===== src/rtl/key_pkg.sv =====
// Shared FSM encoding, default timings and counter-width helper for the push-button conditioner.
package key_pkg;

  typedef enum logic [1:0] {
    IDLE = 2'd0,
    HELD = 2'd1,
    LONG = 2'd2
  } key_state_e;

  // 20 ms debounce, 1 s long-press, 200 ms repeat at 50 MHz
  localparam int DEF_DEBOUNCE_CYC = 1000000;
  localparam int DEF_LONG_CYC     = 50000000;
  localparam int DEF_REPEAT_CYC   = 10000000;

  function automatic int cnt_w(input int limit);
    return $clog2(limit + 1);
  endfunction

endpackage


===== src/rtl/key_chan.sv =====
// One key: 2-flop sync, debounce, IDLE/HELD/LONG FSM, hold/repeat counters; repeat only with KEY_AUTOREPEAT_EN.
// Latency: press/release seen 2+DEBOUNCE_CYC cycles after the pin settles; no backpressure, pulses are fire-and-forget.
module key_chan
  import key_pkg::*;
#(
  parameter int DEBOUNCE_CYC = DEF_DEBOUNCE_CYC,
  parameter int LONG_CYC     = DEF_LONG_CYC,
  parameter int REPEAT_CYC   = DEF_REPEAT_CYC
) (
  input  logic clk,
  input  logic rst,
  input  logic key_n,
  output logic pressed,
  output logic press_pulse,
  output logic long_pulse,
  output logic release_pulse
);

  localparam int DW = cnt_w(DEBOUNCE_CYC);
  localparam int HW = cnt_w(LONG_CYC);

  if (DEBOUNCE_CYC < 1 || LONG_CYC <= DEBOUNCE_CYC || REPEAT_CYC < 1) begin : g_bad_params
    $error("key_chan: illegal timing parameters");
  end

  logic          sync1;
  logic          sync2;
  logic [DW-1:0] db_cnt;
  logic [HW-1:0] hold_cnt;
  logic [HW-1:0] hold_nxt;
  key_state_e    state;
  key_state_e    state_nxt;
  logic          differ;
  logic          db_done;
  logic          rise;
  logic          fall;
  logic          long_hit;
  logic          rep_hit;
  logic          pp_d;
  logic          lp_d;
  logic          rp_d;

  // Pin is active-low; flops idle at 1 so reset looks like "released"
  always_ff @(posedge clk or posedge rst) begin
    if (rst) begin
      sync1 <= 1'b1;
      sync2 <= 1'b1;
    end else begin
      sync1 <= key_n;
      sync2 <= sync1;
    end
  end

  assign differ  = (~sync2) ^ pressed;
  assign db_done = differ && (db_cnt == DW'(DEBOUNCE_CYC - 1));
  assign rise    = db_done && !pressed;
  assign fall    = db_done && pressed;

  always_ff @(posedge clk or posedge rst) begin
    if (rst) begin
      db_cnt  <= '0;
      pressed <= 1'b0;
    end else begin
      if (!differ || db_done) db_cnt <= '0;
      else                    db_cnt <= db_cnt + DW'(1);
      if (db_done) pressed <= ~pressed;
    end
  end

  always_ff @(posedge clk or posedge rst) begin
    if (rst) state <= IDLE;
    else     state <= state_nxt;
  end

  always_comb begin
    state_nxt = state;
    unique case (state)
      IDLE:    if (rise) state_nxt = HELD;
      HELD:    if (fall) state_nxt = IDLE;
               else if (long_hit) state_nxt = LONG;
      LONG:    if (fall) state_nxt = IDLE;
      default: state_nxt = IDLE;
    endcase
  end

  // Hold count reads 1 in the first pressed cycle, so LONG_CYC is reached on that cycle's count
  assign long_hit = (state == HELD) && !fall && (hold_cnt == HW'(LONG_CYC - 1));

  always_comb begin
    hold_nxt = hold_cnt;
    if (rise)                            hold_nxt = HW'(1);
    else if (fall || state == IDLE)      hold_nxt = '0;
    else if (hold_cnt != HW'(LONG_CYC))  hold_nxt = hold_cnt + HW'(1);
  end

  always_ff @(posedge clk or posedge rst) begin
    if (rst) hold_cnt <= '0;
    else     hold_cnt <= hold_nxt;
  end

`ifdef KEY_AUTOREPEAT_EN
  localparam int RW = cnt_w(REPEAT_CYC);
  logic [RW-1:0] rep_cnt;

  assign rep_hit = (state == LONG) && !fall && (rep_cnt == RW'(REPEAT_CYC - 1));

  always_ff @(posedge clk or posedge rst) begin
    if (rst)                                  rep_cnt <= '0;
    else if (state != LONG || fall || rep_hit) rep_cnt <= '0;
    else                                       rep_cnt <= rep_cnt + RW'(1);
  end
`else
  assign rep_hit = 1'b0;
`endif

  always_comb begin
    pp_d = rise | rep_hit;
    lp_d = long_hit;
    rp_d = fall;
  end

  always_ff @(posedge clk or posedge rst) begin
    if (rst) begin
      press_pulse   <= 1'b0;
      long_pulse    <= 1'b0;
      release_pulse <= 1'b0;
    end else begin
      press_pulse   <= pp_d;
      long_pulse    <= lp_d;
      release_pulse <= rp_d;
    end
  end

endmodule


===== src/rtl/key_conditioner.sv =====
// Two independent push-button channels (sync, debounce, press/long/release pulses); auto-repeat with KEY_AUTOREPEAT_EN.
// Latency: outputs registered, 2+DEBOUNCE_CYC cycles after a settled pin edge; no backpressure.
module key_conditioner
  import key_pkg::*;
#(
  parameter int DEBOUNCE_CYC = DEF_DEBOUNCE_CYC,
  parameter int LONG_CYC     = DEF_LONG_CYC,
  parameter int REPEAT_CYC   = DEF_REPEAT_CYC
) (
  input  logic       clk,
  input  logic       rst,
  input  logic [1:0] KEY,
  output logic [1:0] pressed,
  output logic [1:0] press_pulse,
  output logic [1:0] long_pulse,
  output logic [1:0] release_pulse
);

  for (genvar i = 0; i < 2; i++) begin : g_key
    key_chan #(
      .DEBOUNCE_CYC (DEBOUNCE_CYC),
      .LONG_CYC     (LONG_CYC),
      .REPEAT_CYC   (REPEAT_CYC)
    ) u_chan (
      .clk           (clk),
      .rst           (rst),
      .key_n         (KEY[i]),
      .pressed       (pressed[i]),
      .press_pulse   (press_pulse[i]),
      .long_pulse    (long_pulse[i]),
      .release_pulse (release_pulse[i])
    );
  end

endmodule


===== config.mk =====
export PLATFORM = sky130hd
export DESIGN_NAME = key_conditioner
export DESIGN_NICKNAME = d
export VERILOG_FILES = /design/src/rtl/key_pkg.sv /design/src/rtl/key_chan.sv /design/src/rtl/key_conditioner.sv
export SDC_FILE = /design/constraint.sdc
export NUM_CORES = 1
export LEC_CHECK = 0
export CAP_MARGIN = 20
export CORE_MARGIN = 2
export CORE_UTILIZATION = 50
export DETAILED_ROUTE_END_ITERATION = 12
export DONT_BUFFER_PORTS = 1
export GPL_ROUTABILITY_DRIVEN = 0
export PLACE_DENSITY_LB_ADDON = 0.08
export SYNTH_ARGS = -nofsm -noshare
export SYNTH_HDL_FRONTEND = slang
export SYNTH_HIERARCHICAL = 1
export SYNTH_SLANG_ARGS = --single-unit

===== constraint.sdc =====
create_clock -name clk -period 3.3 [get_ports clk]
set_input_delay 0.495 -clock clk [delete_from_list [all_inputs] [get_ports clk]]
set_output_delay 0.495 -clock clk [all_outputs]
set_load 0.03 [all_outputs]

Word level (Yosys, flattened, before mapping)
Cells that the tools add are included.
{"block": "classes", "n_addsub": 4, "eq_ne": 16, "n_mux": 18, "bitwise_logic": 6, "n_reduce_logical": 26}
{"operator": "26-bit 2-to-1 mux", "count": 6}
{"operator": "26-bit by 1-bit adder with 26-bit output (second input constant)", "count": 2}
{"operator": "26-bit == test (second input constant)", "count": 2}
{"operator": "26-bit != test (second input constant)", "count": 2}
{"operator": "20-bit by 1-bit adder with 20-bit output (second input constant)", "count": 2}
{"operator": "20-bit == test (second input constant)", "count": 2}
{"operator": "20-bit 2-to-1 mux", "count": 2}
{"operator": "2-bit 2-to-1 mux", "count": 8}
{"operator": "2-bit case mux with 3 select lines", "count": 2}
{"operator": "1-bit logical AND", "count": 10}
{"operator": "2-bit by 1-bit != test with 1-bit output (second input constant)", "count": 4}
{"operator": "1-bit zero test", "count": 6}
{"operator": "3-bit by 1-bit != test with 1-bit output (second input constant)", "count": 2}
{"operator": "3-bit AND reduction", "count": 2}
{"operator": "3-bit nonzero test", "count": 2}
{"operator": "2-bit by 1-bit == test with 1-bit output (second input constant)", "count": 2}
{"operator": "2-bit == test (second input constant)", "count": 2}
{"operator": "2-bit zero test", "count": 2}
{"operator": "1-bit logical OR", "count": 4}
{"operator": "1-bit inverter", "count": 4}
{"operator": "1-bit XOR", "count": 2}
{"block": "totals", "reg_bits": 108, "in_bits": 4, "elab_cells": 88}

Logic depth before layout (Yosys ltp)
Gate-level depths: netlist of run 1.
{"block": "logic_depth", "depth_word": 10, "depth_mapped": 7, "ltp_nobuf": 6}

Modules after synthesis
The synthesis of run 1 kept the hierarchy.
{"module": "key_chan", "instances": 2, "cells_each": 288, "area_each_um2": 2816.5, "seq_area_each_um2": 1353.8}

Least setup slack after synthesis of run 1
No wires, ideal clock.
{"block": "synth_timing", "path_kind": "register -> register", "from": "reg g_key[0].u_chan.db_cnt[0]", "to": "reg g_key[0].u_chan.hold_cnt[10]", "arrival_ps": 1958, "setup_slack_ps": 1221, "stages_incl_launch_ff": 8, "cell_sequence": "dfrtp_1 ha_1 nand3_1 or4_1 buf_2 o31ai_4 buf_2 nor2_1"}
{"block": "synth_between", "elab_chain_len": 6, "word_cells_on_any_way": 8}
{"item": "from (decl)", "line": "key_chan.sv:28", "rtl": "logic [DW-1:0] db_cnt;"}
{"item": "from (signal assigned)", "line": "key_chan.sv:65", "rtl": "else db_cnt <= db_cnt + DW'(1);"}
{"item": "20-bit == test *", "line": "key_chan.sv:55", "rtl": "assign db_done = differ && (db_cnt == DW'(DEBOUNCE_CYC - 1));"}
{"item": "1-bit logical AND *", "line": "key_chan.sv:55"}
{"item": "1-bit logical AND", "line": "key_chan.sv:57", "rtl": "assign fall = db_done && pressed;"}
{"item": "1-bit logical OR", "line": "key_chan.sv:92", "rtl": "else if (fall || state == IDLE) hold_nxt = '0;"}
{"item": "26-bit 2-to-1 mux", "line": "key_chan.sv:92"}
{"item": "26-bit 2-to-1 mux", "line": "key_chan.sv:91", "rtl": "if (rise) hold_nxt = HW'(1);"}
{"item": "to (signal assigned)", "line": "key_chan.sv:98", "rtl": "else hold_cnt <= hold_nxt;"}
{"item": "to (decl)", "line": "key_chan.sv:29", "rtl": "logic [HW-1:0] hold_cnt;"}
Mark *: on every way between the ends. The rest lies on a longest branch, timed or not.
A chain may end at the register's enable or synchronous reset.

Final worst setup path of run 1
{"block": "layout_timing", "from": "reg g_key[0].u_chan.db_cnt[0]", "to": "reg g_key[0].u_chan.state[0]"}
{"block": "layout_between", "elab_chain_len": 8, "word_cells_on_any_way": 13}
{"item": "20-bit == test *", "line": "key_chan.sv:55"}
{"item": "1-bit logical AND *", "line": "key_chan.sv:55"}
{"item": "1-bit logical AND *", "line": "key_chan.sv:57"}
{"item": "net g_key[0].u_chan.fall", "line": "key_chan.sv:36", "rtl": "logic fall;"}
{"item": "1-bit zero test", "line": "key_chan.sv:87", "rtl": "assign long_hit = (state == HELD) && !fall && (hold_cnt == HW'(LONG_CYC - 1));"}
{"item": "1-bit logical AND (2 in a row)", "line": "key_chan.sv:87"}
{"item": "3-bit by 1-bit != test with 1-bit output (no line)"}
{"item": "3-bit AND reduction (no line)"}
{"item": "to (signal assigned)", "line": "key_chan.sv:72", "rtl": "else state <= state_nxt;"}
{"item": "to (decl)", "line": "key_chan.sv:31", "rtl": "key_state_e state;"}
Mark *: on every way through the listed nets, which the timed path passes. The rest lies on a longest branch.

==> flow_summary_export.csv, run 1 <==
group,metric,value,unit
drt,antenna_violating_nets_post_route,0,
final_layout,layout_common_cells,"sky130_fd_sc_hd__dfrtp_1 (104), sky130_fd_sc_hd__nor2_1 (58), sky130_fd_sc_hd__a21oi_1 (42), sky130_fd_sc_hd__nand3_1 (34), sky130_fd_sc_hd__nand2_1 (32)",
global_route,grt_max_degree,46,
placement,place.detailed.instances,702,
timing,hold_fails_final_rpt,0,
global_route,antenna_found_initial,0,
clock_tree,clock-sinks,108,
logic_synthesis,syn-mean-instance-area,9.78,sq um
timing,grt_setup_unrepaired,"no",
timing,final_max_slew_viol_count,0,
final_layout,num-nets-final,583,
placement,placed_area,5750,sq um
placement,detailed_place_hpwl,7910,microns
clock_tree,gates_resized_cts_repair,0,
timing,timing.final.crit_period,2.48,ns
timing,finalSetupTns,0,ns
logic_synthesis,synth_top_area_share,46.2,%
logic_synthesis,ys_warn_count,6,
drt,wl_per_cell,16.2,microns
outcome,status,"finished clean",
setup_path,worst-endpoint-arrival,2.69,ns
logic_synthesis,postSynthCellCount,576,
global_route,overflow,0,
global_route,grt_use_total,21.5,%
placement,place.port_buffers,0,
clock_tree,cts.root.buffer_cell,"sky130_fd_sc_hd__clkbuf_16",
power_and_ir_drop,p_leak,2.23,nW
timing,fin_skew,0.00675,ns
global_route,number_of_global_route_vias_before_repair,4168,
logic_synthesis,synth_top_cell_by_area,"sky130_fd_sc_hd__dfrtp_1",
drt,detailroute.via_count,4349,
power_and_ir_drop,vdd_ir_drop_max,0.525,mV
final_layout,drive_above_1_share,9.00,%
floorplanning,die_h,110,microns
setup_path,critPathMaxFanout,7,
timing,tightestPinTransition,0.963,ns
logic_synthesis,cell_variety_after_synth,45,
clock_tree,cts_post_setup_buffers_inserted,0,
power_and_ir_drop,pwr_density_cell,411,nW/um^2
global_route,met3_track_utilization_from_global_routing,6.58,%
drt,count_of_tritonroute_iterations_in_the_first_routing_pass,4,
clock_tree,clk_pin_slew,0.07,ns
global_route,global_route_wire_length_before_repair,20300,microns
logic_synthesis,area_contributors_post_synth,"sky130_fd_sc_hd__dfrtp_1 (46%), sky130_fd_sc_hd__xnor2_1 (4.4%), sky130_fd_sc_hd__nor2_1 (3.9%)",
logic_synthesis,synth.net_count,586,
timing,min_period_over_period,75.1,%
floorplanning,initial_core_utilization,51.5,%
logic_synthesis,synth_top_flop_cell,"sky130_fd_sc_hd__dfrtp_1",
clock_tree,tritoncts,"done",
final_layout,leading_cell_type_in_the_layout_fill_and_taps_excluded,"sky130_fd_sc_hd__dfrtp_1",
floorplanning,core-area,10900,sq um
timing,max_slew_margin,35.7,%
drt,drtIter0Drc,239,
setup_path,critPathRequiredTime,3.51,ns
drt,finalWirelength,11600,microns
floorplanning,die_width,110,microns
logic_synthesis,synth_seq_area_share,48.1,%
setup_path,timing.critical_path.to_type,"flip-flop",
floorplanning,rows,38,
global_route,grt.met2_usage,33.8,%
timing,final-setup-viol-count,0,
clock_tree,cts-htree-levels,3,
logic_synthesis,synth_enable_flop_cells,0,
global_route,groute.layer.met1.usage,28.5,%
floorplanning,die_area,12100,sq um
global_route,global_route.peak_usage_layer,"met2",
drt,detail_route.drc_violations,0,
final_layout,non_filler_instance_count_after_layout,718,
setup_path,worstSetupStartpointType,"flip-flop",
clock_tree,worst_skew_pair.late_latency,0.35,ns
setup_path,setup.worst_path.class,"reg2reg",
logic_synthesis,ys_async_sr_fraction,100,%
clock_tree,numCtsBuffers,9,
final_layout,n_antenna_cell,0,
clock_tree,holdBufCountCts,0,
logic_synthesis,ys_ff_latch,108,
timing,whs,0.131,ns
flow_run,cap_viol_max_count,0,
drt,drt-vias-per-instance,6.06,
min_path,hold_path.class,"in2reg",
final_layout,post-route-cell-area,6040,sq um
logic_synthesis,synth.cell_area,5630,sq um
timing,fmax,403,MHz
final_layout,signed_area_change_from_the_synthesized_netlist_to_the_final_layout,7.24,%
floorplanning,ios,12,
clock_tree,ctsLongestPathBuffers,2,
flip-flops by register name, indices dropped and copies added (netlist names):
register	flops
g_key.u_chan/db_cnt	40
g_key.u_chan/hold_cnt	52
g_key.u_chan/long_pulse	2
g_key.u_chan/press_pulse	2
g_key.u_chan/pressed	2
g_key.u_chan/release_pulse	2
g_key.u_chan/state	4
g_key.u_chan/sync1	2
g_key.u_chan/sync2	2
where the power goes:
part | internal (W) | switching (W) | total [W] | leakage [nW]
clock | 0.000609 | 0.000481 | 0.00109 | 0.147
sequential | 0.00133 | 0.00000846 | 0.00134 | 1.49
combinational | 0.00000950 | 0.0000392 | 0.0000487 | 0.592
metal layers:
| metal | routed length [microns] | vias to the layer above |
|---|---|---|
| met5 | 0 | - |
| met4 | 151 | 0 |
| met3 | 465 | 10 |
| met2 | 5530 | 55 |
| met1 | 5490 | 2156 |
| li1 | - | 2128 |
worst paths after layout:
check                                          start                            to  slack, ns  depth (start not counted)
max reg2reg                g_key[0].u_chan/db_cnt[0]      g_key[0].u_chan/state[0]       0.82                          5
min reg2reg                    g_key[0].u_chan/sync1         g_key[0].u_chan/sync2       0.36                          0
max                        g_key[0].u_chan/db_cnt[0]      g_key[0].u_chan/state[0]       0.82                          5
max in group asynchronous                        rst  g_key[1].u_chan/hold_cnt[20]       2.36                          2
min in group asynchronous                        rst     g_key[0].u_chan/db_cnt[0]       0.16                          1
min                                           KEY[1]         g_key[1].u_chan/sync1       0.13                          0
critical path, stage by stage, from the launching register on:
cell and delay, ns:
sky130_fd_sc_hd__dfrtp_1 0.40, sky130_fd_sc_hd__ha_1 0.22, sky130_fd_sc_hd__nand3_1 0.16, sky130_fd_sc_hd__or4_1 0.71, sky130_fd_sc_hd__nor3_1 0.66, sky130_fd_sc_hd__o22ai_1 0.18
kinds of logic (layout without fill, tap and decap cells):
group / after synthesis / after routing / synth area share (%)
flip-flops: 108 / 108 / 48.1
AO/OA/AOI/OAI: 96 / 96 / 10.9
XOR/XNOR: 50 / 50 / 7.77
adder cells (fa/ha/maj): 6 / 6 / 1.33
AND/OR/NAND/NOR: 276 / 276 / 28.8
buffers and inverters: 40 / 42 / 3.11
synth_stat cells (4+ instances only):
cell and number:
sky130_fd_sc_hd__nand3_1 34, sky130_fd_sc_hd__inv_1 22, sky130_fd_sc_hd__buf_2 8, sky130_fd_sc_hd__clkbuf_1 6, sky130_fd_sc_hd__xnor2_1 28, sky130_fd_sc_hd__dfrtp_1 104
sky130_fd_sc_hd__or4_4 4, sky130_fd_sc_hd__and3_1 4, sky130_fd_sc_hd__dfstp_2 4, sky130_fd_sc_hd__nor3_1 14, sky130_fd_sc_hd__or3_1 16, sky130_fd_sc_hd__or4_1 24
sky130_fd_sc_hd__o31ai_1 24, sky130_fd_sc_hd__nor2_1 58, sky130_fd_sc_hd__nand4_1 26, sky130_fd_sc_hd__xor2_1 22, sky130_fd_sc_hd__a21oi_1 42, sky130_fd_sc_hd__nand2b_1 4
sky130_fd_sc_hd__nand2_1 32, sky130_fd_sc_hd__and4_1 10, sky130_fd_sc_hd__or2_2 6, sky130_fd_sc_hd__nor4_1 12, sky130_fd_sc_hd__ha_1 6, sky130_fd_sc_hd__nor3b_1 4
sky130_fd_sc_hd__nor4bb_1 4, sky130_fd_sc_hd__o21ai_0 18, sky130_fd_sc_hd__nor4b_1 4
area by class of cell:
cell class,count,area [sq um]
clock inverter,4,48.8
multi-input combinational,428,2750
sequential,108,2710
inverter,22,82.6
clock buffer,12,246
timing repair buffer,4,30.0
fill,1031,4890
tap,140,175
through the flow:
step	total power, W	setup WS (ns)	utilization [%]
finish	0.00248	0.821	55.2
global route	0.00259	0.639	55.2
CTS	0.00251	0.825	55.2
detailed placement	0.00142	0.831	52.5
global placement	0.00142	0.927	52.5
floorplan	0.00140	1.22	-
Note: power is estimated with default switching activity, not from simulation.
==> inputs of run 2 (changes only) <==
==> constraint.sdc (replaced) <==
create_clock -name clk -period 2 [get_ports clk]
set_input_delay 0.3 -clock clk [delete_from_list [all_inputs] [get_ports clk]]
set_output_delay 0.3 -clock clk [all_outputs]
set_load 0.03 [all_outputs]
==> run 2 against run 1 <==
  * Die area did not move
  * Clock skew is 0.00080 ns lower
  * Global-route usage shrank 0.080 points
  * Critical path type unchanged
  * Largest power group unchanged
==> flow_summary_export.csv, run 2 (synthesis results as in run 1) <==
group,metric,value,unit
min_path,worst_hold_path.num_cells,0,
clock_tree,ctsLongestPathBuffers,2,
final_layout,reg.largest.list,"g_key.u_chan/hold_cnt: 52 flops, g_key.u_chan/db_cnt: 40 flops, g_key.u_chan/state: 4 flops",
setup_path,worstSetupStartpointType,"flip-flop",
floorplanning,initial_core_utilization,51.5,%
final_layout,layout_common_cells,"sky130_fd_sc_hd__dfrtp_1 (97), sky130_fd_sc_hd__buf_4 (59), sky130_fd_sc_hd__nor2_1 (58), sky130_fd_sc_hd__a21oi_1 (37)",
final_layout,leading_cell_type_in_the_layout_fill_and_taps_excluded,"sky130_fd_sc_hd__dfrtp_1",
drt,detail_route.drc_violations,0,
final_layout,num-nets-final,646,
setup_path,launching_point_of_the_worst_reg2reg_path,"g_key[1].u_chan/db_cnt[1]",
timing,tightestPinTransition,0.421,ns
final_layout,largest-register,"g_key.u_chan/hold_cnt",
final_layout,drive_above_1_share,21.5,%
drt,count_of_tritonroute_iterations_in_the_first_routing_pass,5,
clock_tree,tritoncts,"done",
global_route,global_route_wire_length_before_repair,20600,microns
min_path,timing.hold.worst_endpoint,"g_key[0].u_chan/sync2",
setup_path,timing.critical_path.to_type,"flip-flop",
floorplanning,ios,12,
global_route,grt_max_degree,55,
outcome,status,"finished clean",
power_and_ir_drop,vdd_ir_drop_max,0.699,mV
global_route,overflow,0,
drt,top_layer,"met4",
clock_tree,cts.root.buffer_cell,"sky130_fd_sc_hd__clkbuf_16",
drt,finalWirelength,11900,microns
min_path,hold_start,"g_key[0].u_chan/sync1",
setup_path,critPathMaxFanout,6,
timing,finalSetupTns,0,ns
drt,detailed_route_wirelength_on_metal2,5630,microns
min_path,hold_path.class,"reg2reg",
final_layout,fillers,928,
clock_tree,cts-htree-levels,3,
timing,final-setup-viol-count,0,
clock_tree,numCtsBuffers,9,
timing,fin_skew,0.00595,ns
drt,dr_wl_met3,425,microns
timing,hold_fails_final_rpt,0,
power_and_ir_drop,pwr_density_cell,630,nW/um^2
drt,wl_met1,5690,microns
clock_tree,clock-sinks,108,
final_layout,n_antenna_cell,0,
clock_tree,clk_pin_slew,0.07,ns
final_layout,seq_area,2720,sq um
placement,detailed_place_hpwl,8210,microns
setup_path,worst-endpoint-arrival,2.21,ns
drt,wl_per_cell,15.2,microns
power_and_ir_drop,p_leak,2.58,nW
timing,min_period_over_period,97.0,%
drt,antenna_violating_nets_post_route,0,
final_layout,largest_reg_flops,52,
global_route,antenna_found_initial,0,
floorplanning,core-area,10900,sq um
floorplanning,die_h,110,microns
placement,placed_area,6280,sq um
setup_path,crit_start,"g_key[1].u_chan/db_cnt[1]",
setup_path,r2r_slack,0.06,ns
setup_path,worst-r2r-cell-count,5,
drt,drtIter0Drc,220,
floorplanning,die_area,12100,sq um
final_layout,signed_area_change_from_the_synthesized_netlist_to_the_final_layout,19.0,%
drt,drt-vias-per-instance,5.79,
final_layout,post-route-cell-area,6700,sq um
clock_tree,worst_skew_pair.late_latency,0.35,ns
global_route,number_of_global_route_vias_before_repair,4430,
timing,timing.final.crit_period,1.94,ns
timing,max_slew_margin,71.7,%
final_layout,multi_input_comb_area,2850,sq um
setup_path,setup.worst_path.class,"reg2reg",
timing,final_max_slew_viol_count,0,
timing,fmax,516,MHz
placement,place.port_buffers,0,
setup_path,critPathRequiredTime,2.27,ns
flow_run,cap_viol_max_count,0,
drt,detailroute.via_count,4520,
timing,grt_setup_unrepaired,"yes",
setup_path,crit-reg2reg-capture,"g_key[1].u_chan/state[0]",
floorplanning,rows,38,
floorplanning,die_width,110,microns
global_route,grt_use_total,21.4,%
-- run 2: critical path, cell delays in order (launching register included) --
cell	delay, ns
sky130_fd_sc_hd__dfrtp_1	0.37
sky130_fd_sc_hd__ha_2	0.20
sky130_fd_sc_hd__nand3_2	0.07
sky130_fd_sc_hd__or4_4	0.59
sky130_fd_sc_hd__or4_4	0.51
sky130_fd_sc_hd__o22ai_1	0.12
-- run 2: area by class of cell --
| type | count | area share [%] |
|---|---|---|
| Multi-Input combinational cell | 428 | 42.5 |
| Sequential cell | 108 | 40.5 |
| Timing Repair Buffer | 67 | 8.55 |
| Clock buffer | 11 | 3.47 |
| Tap cell | 140 | 2.61 |
| Inverter | 22 | 1.23 |
| Clock inverter | 5 | 1.16 |
-- run 2: how the worst max path moves through the flow --
stage	end
2_1_floorplan	g_key[1].u_chan/db_cnt[10]
3_3_place_gp	g_key[1].u_chan/state[0]
3_5_place_dp	g_key[1].u_chan/state[0]
4_1_cts	g_key[1].u_chan/long_pulse
5_1_grt	g_key[1].u_chan/state[0]
6_report	g_key[1].u_chan/state[0]
-- run 2: timing repair --
action | in CTS | in global routing
gates cloned | 0 | 0
hold buffers | 3 | 0
resized for setup | 2 | 15
pin swaps | 0 | 0
hold endpoints to repair | 68 | 0
buffers inserted | 0 | 2
endpoints found under the setup margin | 30 | 36
-- run 2: report_power, final --
part	internal (W)	total (W)	leakage, nW	switching [W]
clock network	0.00110	0.00190	0.150	0.000802
registers	0.00220	0.00221	1.48	0.0000101
logic	0.0000414	0.000116	0.948	0.0000744
total	0.00334	0.00422	2.58	0.000887
-- run 2: per-layer routing --
layer  up-vias  global-route usage (%)
li1       2250                       -
met1      2199                    28.7
met2        60                    35.0
met3        11                    5.47
met4         0                    5.09
met5         -                       0
-- run 2: per-stage QoR --
stage	utilization [%]	worst slack (ns)	instances	power, W	hold slack (ns)
floorplan	-	-0.0347	576	0.00232	0.304
global placement	57.5	0.00292	760	0.00236	0.172
detailed placement	57.5	-0.0559	760	0.00237	0.179
CTS	60.7	0.0287	779	0.00429	0.355
global route	61.3	-0.0189	781	0.00438	0.364
finish	61.3	0.0609	781	0.00422	0.353
==> inputs of run 3 (changes only) <==
--- a/config.mk
+++ b/config.mk
@@ -12,6 +12,7 @@
 export DONT_BUFFER_PORTS = 1
 export GPL_ROUTABILITY_DRIVEN = 0
 export PLACE_DENSITY_LB_ADDON = 0.08
+export REMOVE_ABC_BUFFERS = 1
 export SYNTH_ARGS = -nofsm -noshare
 export SYNTH_HDL_FRONTEND = slang
 export SYNTH_HIERARCHICAL = 1
==> run 3 against run 2 <==
  * Critical path depth unchanged
  * Sequential share of layout area down 0.42 points
  * Flip-flop and latch count unchanged
  * Final cell count up 0.13%
  * Final area up 1.0%
  * Die area unchanged
  * Combinational power up 5%
  * Via count up 2.5%
  * Worst setup slack worse by 0.040 ns
  * Global-route usage up 0.78 points
  * Core utilization up 0.64 points
  * Power up 2.3%
==> flow_summary_export.csv, run 3 (synthesis results as in run 1) <==
group,metric,value,unit
final_layout,signed_area_change_from_the_synthesized_netlist_to_the_final_layout,20.3,%
floorplanning,die_area,12100,sq um
global_route,antenna_found_initial,0,
setup_path,critPathRequiredTime,2.28,ns
final_layout,layout.core_utilization,61.9,%
clock_tree,numCtsBuffers,9,
min_path,worst_hold_path.num_cells,0,
timing,final_max_slew_viol_count,0,
clock_tree,ctsLongestPathBuffers,2,
placement,place.port_buffers,0,
timing,fmax,505,MHz
global_route,grt_use_total,22.2,%
drt,finalWirelength,12600,microns
final_layout,leading_cell_type_in_the_layout_fill_and_taps_excluded,"sky130_fd_sc_hd__dfrtp_1",
setup_path,timing.critical_path.slowest_stage_cell,"sky130_fd_sc_hd__or4_4",
final_layout,reg.largest.list,"g_key.u_chan/hold_cnt: 52 flops, g_key.u_chan/db_cnt: 40 flops, g_key.u_chan/state: 4 flops",
clock_tree,cts-htree-levels,3,
final_layout,num-nets-final,647,
timing,timing.final.crit_period,1.98,ns
setup_path,crit_top_cell,"sky130_fd_sc_hd__or4_4",
min_path,timing.hold.worst_endpoint,"g_key[1].u_chan/sync2",
clock_tree,clk_pin_slew,0.07,ns
global_route,number_of_global_route_vias_before_repair,4390,
min_path,hold_path.class,"reg2reg",
floorplanning,ios,12,
setup_path,worstSetupStartpointType,"flip-flop",
drt,detail_route.drc_violations,0,
floorplanning,die_h,110,microns
min_path,hold_start,"g_key[1].u_chan/sync1",
drt,drtIter0Drc,285,
setup_path,setup.worst_path.class,"reg2reg",
global_route,global_route_wire_length_before_repair,20900,microns
setup_path,worst-r2r-cell-count,5,
setup_path,r2r_slack,0.02,ns
drt,detailroute.via_count,4633,
final_layout,n_antenna_cell,0,
outcome,status,"finished clean",
floorplanning,rows,38,
floorplanning,die_width,110,microns
final_layout,largest_reg_flops,52,
setup_path,worst-endpoint-arrival,2.26,ns
global_route,overflow,0,
drt,drt-vias-per-instance,5.92,
setup_path,launching_point_of_the_worst_reg2reg_path,"g_key[1].u_chan/db_cnt[1]",
timing,grt_setup_unrepaired,"yes",
power_and_ir_drop,pwr_density_cell,638,nW/um^2
final_layout,non_filler_instance_count_after_layout,782,
global_route,grt_max_degree,55,
floorplanning,initial_core_utilization,51.5,%
final_layout,drive_above_1_share,22.0,%
flow_run,cap_viol_max_count,0,
placement,detailed_place_hpwl,8450,microns
timing,min_period_over_period,99.0,%
power_and_ir_drop,p_leak,2.62,nW
clock_tree,worst_skew_pair.late_latency,0.35,ns
placement,placed_area,6240,sq um
setup_path,crit-reg2reg-capture,"g_key[1].u_chan/state[0]",
power_and_ir_drop,vdd_ir_drop_max,0.651,mV
final_layout,fillers,915,
drt,wl_per_cell,16.1,microns
placement,place.detailed.instances,759,
setup_path,timing.critical_path.to_type,"flip-flop",
drt,count_of_tritonroute_iterations_in_the_first_routing_pass,4,
timing,fin_skew,0.00873,ns
clock_tree,clock-sinks,108,
drt,antenna_violating_nets_post_route,0,
timing,max_slew_margin,66.8,%
clock_tree,cts.root.buffer_cell,"sky130_fd_sc_hd__clkbuf_16",
timing,tightestPinTransition,0.497,ns
timing,whs,0.356,ns
final_layout,post-route-cell-area,6770,sq um
floorplanning,core-area,10900,sq um
timing,final-setup-viol-count,0,
clock_tree,tritoncts,"done",
final_layout,layout_common_cells,"sky130_fd_sc_hd__dfrtp_1 (97), sky130_fd_sc_hd__nor2_1 (58), sky130_fd_sc_hd__buf_4 (58), sky130_fd_sc_hd__a21oi_1 (41), sky130_fd_sc_hd__nand3_1 (33)",
power_and_ir_drop,totalPowerFinal,0.00432,W
timing,hold_fails_final_rpt,0,
final_layout,largest-register,"g_key.u_chan/hold_cnt",
setup_path,critical_path.max_stage_delay,0.59,ns
setup_path,critPathMaxFanout,4,
setup_path,timing.critical_path.cells,"ha_2 > nand3_2 > or4_4 > or4_4 > o22ai_2",
-- run 3: cell count changes in the layout (fill, tap and decap cells not counted), sizes merged --
| cell | change |
|---|---|
| clkinv | -1 |
| buf | -1 |
| clkbuf | +4 |
| clkinvlp | -1 |
-- run 3: area by class of cell --
cell class / instances / area (sq um) / share of cell area [%]
Tap cell: 140 / 175 / 2.59
Inverter: 22 / 82.6 / 1.22
Multi-Input combinational cell: 428 / 2870 / 42.3
Clock buffer: 13 / 270 / 3.99
Sequential cell: 108 / 2720 / 40.1
Timing Repair Buffer: 68 / 596 / 8.79
Clock inverter: 3 / 68.8 / 1.02
-- run 3: worst max-delay path, delay by kind of cell, from the launching register on --
family	cells	cell delay (ns)
AOI/OAI and AO/OA	1	0.13
adders and majority gates	1	0.20
DFF	1	0.37
and+or+nand+nor	3	1.21
-- run 3: timing repair --
action / in CTS / in global routing
endpoints found under the setup margin: 26 / 52
buffers inserted: 0 / 3
gates resized for setup: 2 / 27
pin swaps: 0 / 3
hold buffers: 3 / 0
endpoints found under the hold margin: 74 / 0
gates cloned: 0 / 1
-- run 3: through the flow --
step / setup TNS [ns] / worst slack, ns
after floorplan: -16.09 / -0.263
after global placement: 0 / 0.0224
after global routing: -0.0690 / -0.0309
after CTS: 0 / 0.0268
after detailed placement: -0.0988 / -0.0335
final: 0 / 0.0205
-- run 3: report_power, final --
| part | total, W | switching, W | internal, W |
|---|---|---|---|
| combinational | 0.000122 | 0.0000764 | 0.0000453 |
| clock | 0.00199 | 0.000784 | 0.00120 |
| sequential | 0.00221 | 0.0000112 | 0.00220 |
| total | 0.00432 | 0.000871 | 0.00345 |
-- run 3: how the worst max path moves through the flow --
stage	start	endpoint	slack, ns	depth (start not counted)
after floorplan	g_key[0].u_chan/db_cnt[0]	g_key[0].u_chan/hold_cnt[10]	-0.26	5
after global placement	g_key[1].u_chan/db_cnt[1]	g_key[1].u_chan/state[0]	0.02	5
after detailed placement	g_key[1].u_chan/db_cnt[1]	g_key[1].u_chan/state[0]	-0.03	5
after CTS	g_key[0].u_chan/hold_cnt[3]	g_key[0].u_chan/hold_cnt[24]	0.03	4
after global routing	g_key[1].u_chan/db_cnt[1]	g_key[1].u_chan/state[0]	-0.03	5
final	g_key[1].u_chan/db_cnt[1]	g_key[1].u_chan/state[0]	0.02	5
-- run 3: layer usage --
layer | up-vias | GRT usage, % | wire, microns
met4 | 0 | 5.45 | 137
li1 | 2256 | - | -
met5 | - | 0 | 0
met1 | 2304 | 29.1 | 5810
met3 | 13 | 6.17 | 450
met2 | 60 | 36.6 | 6180
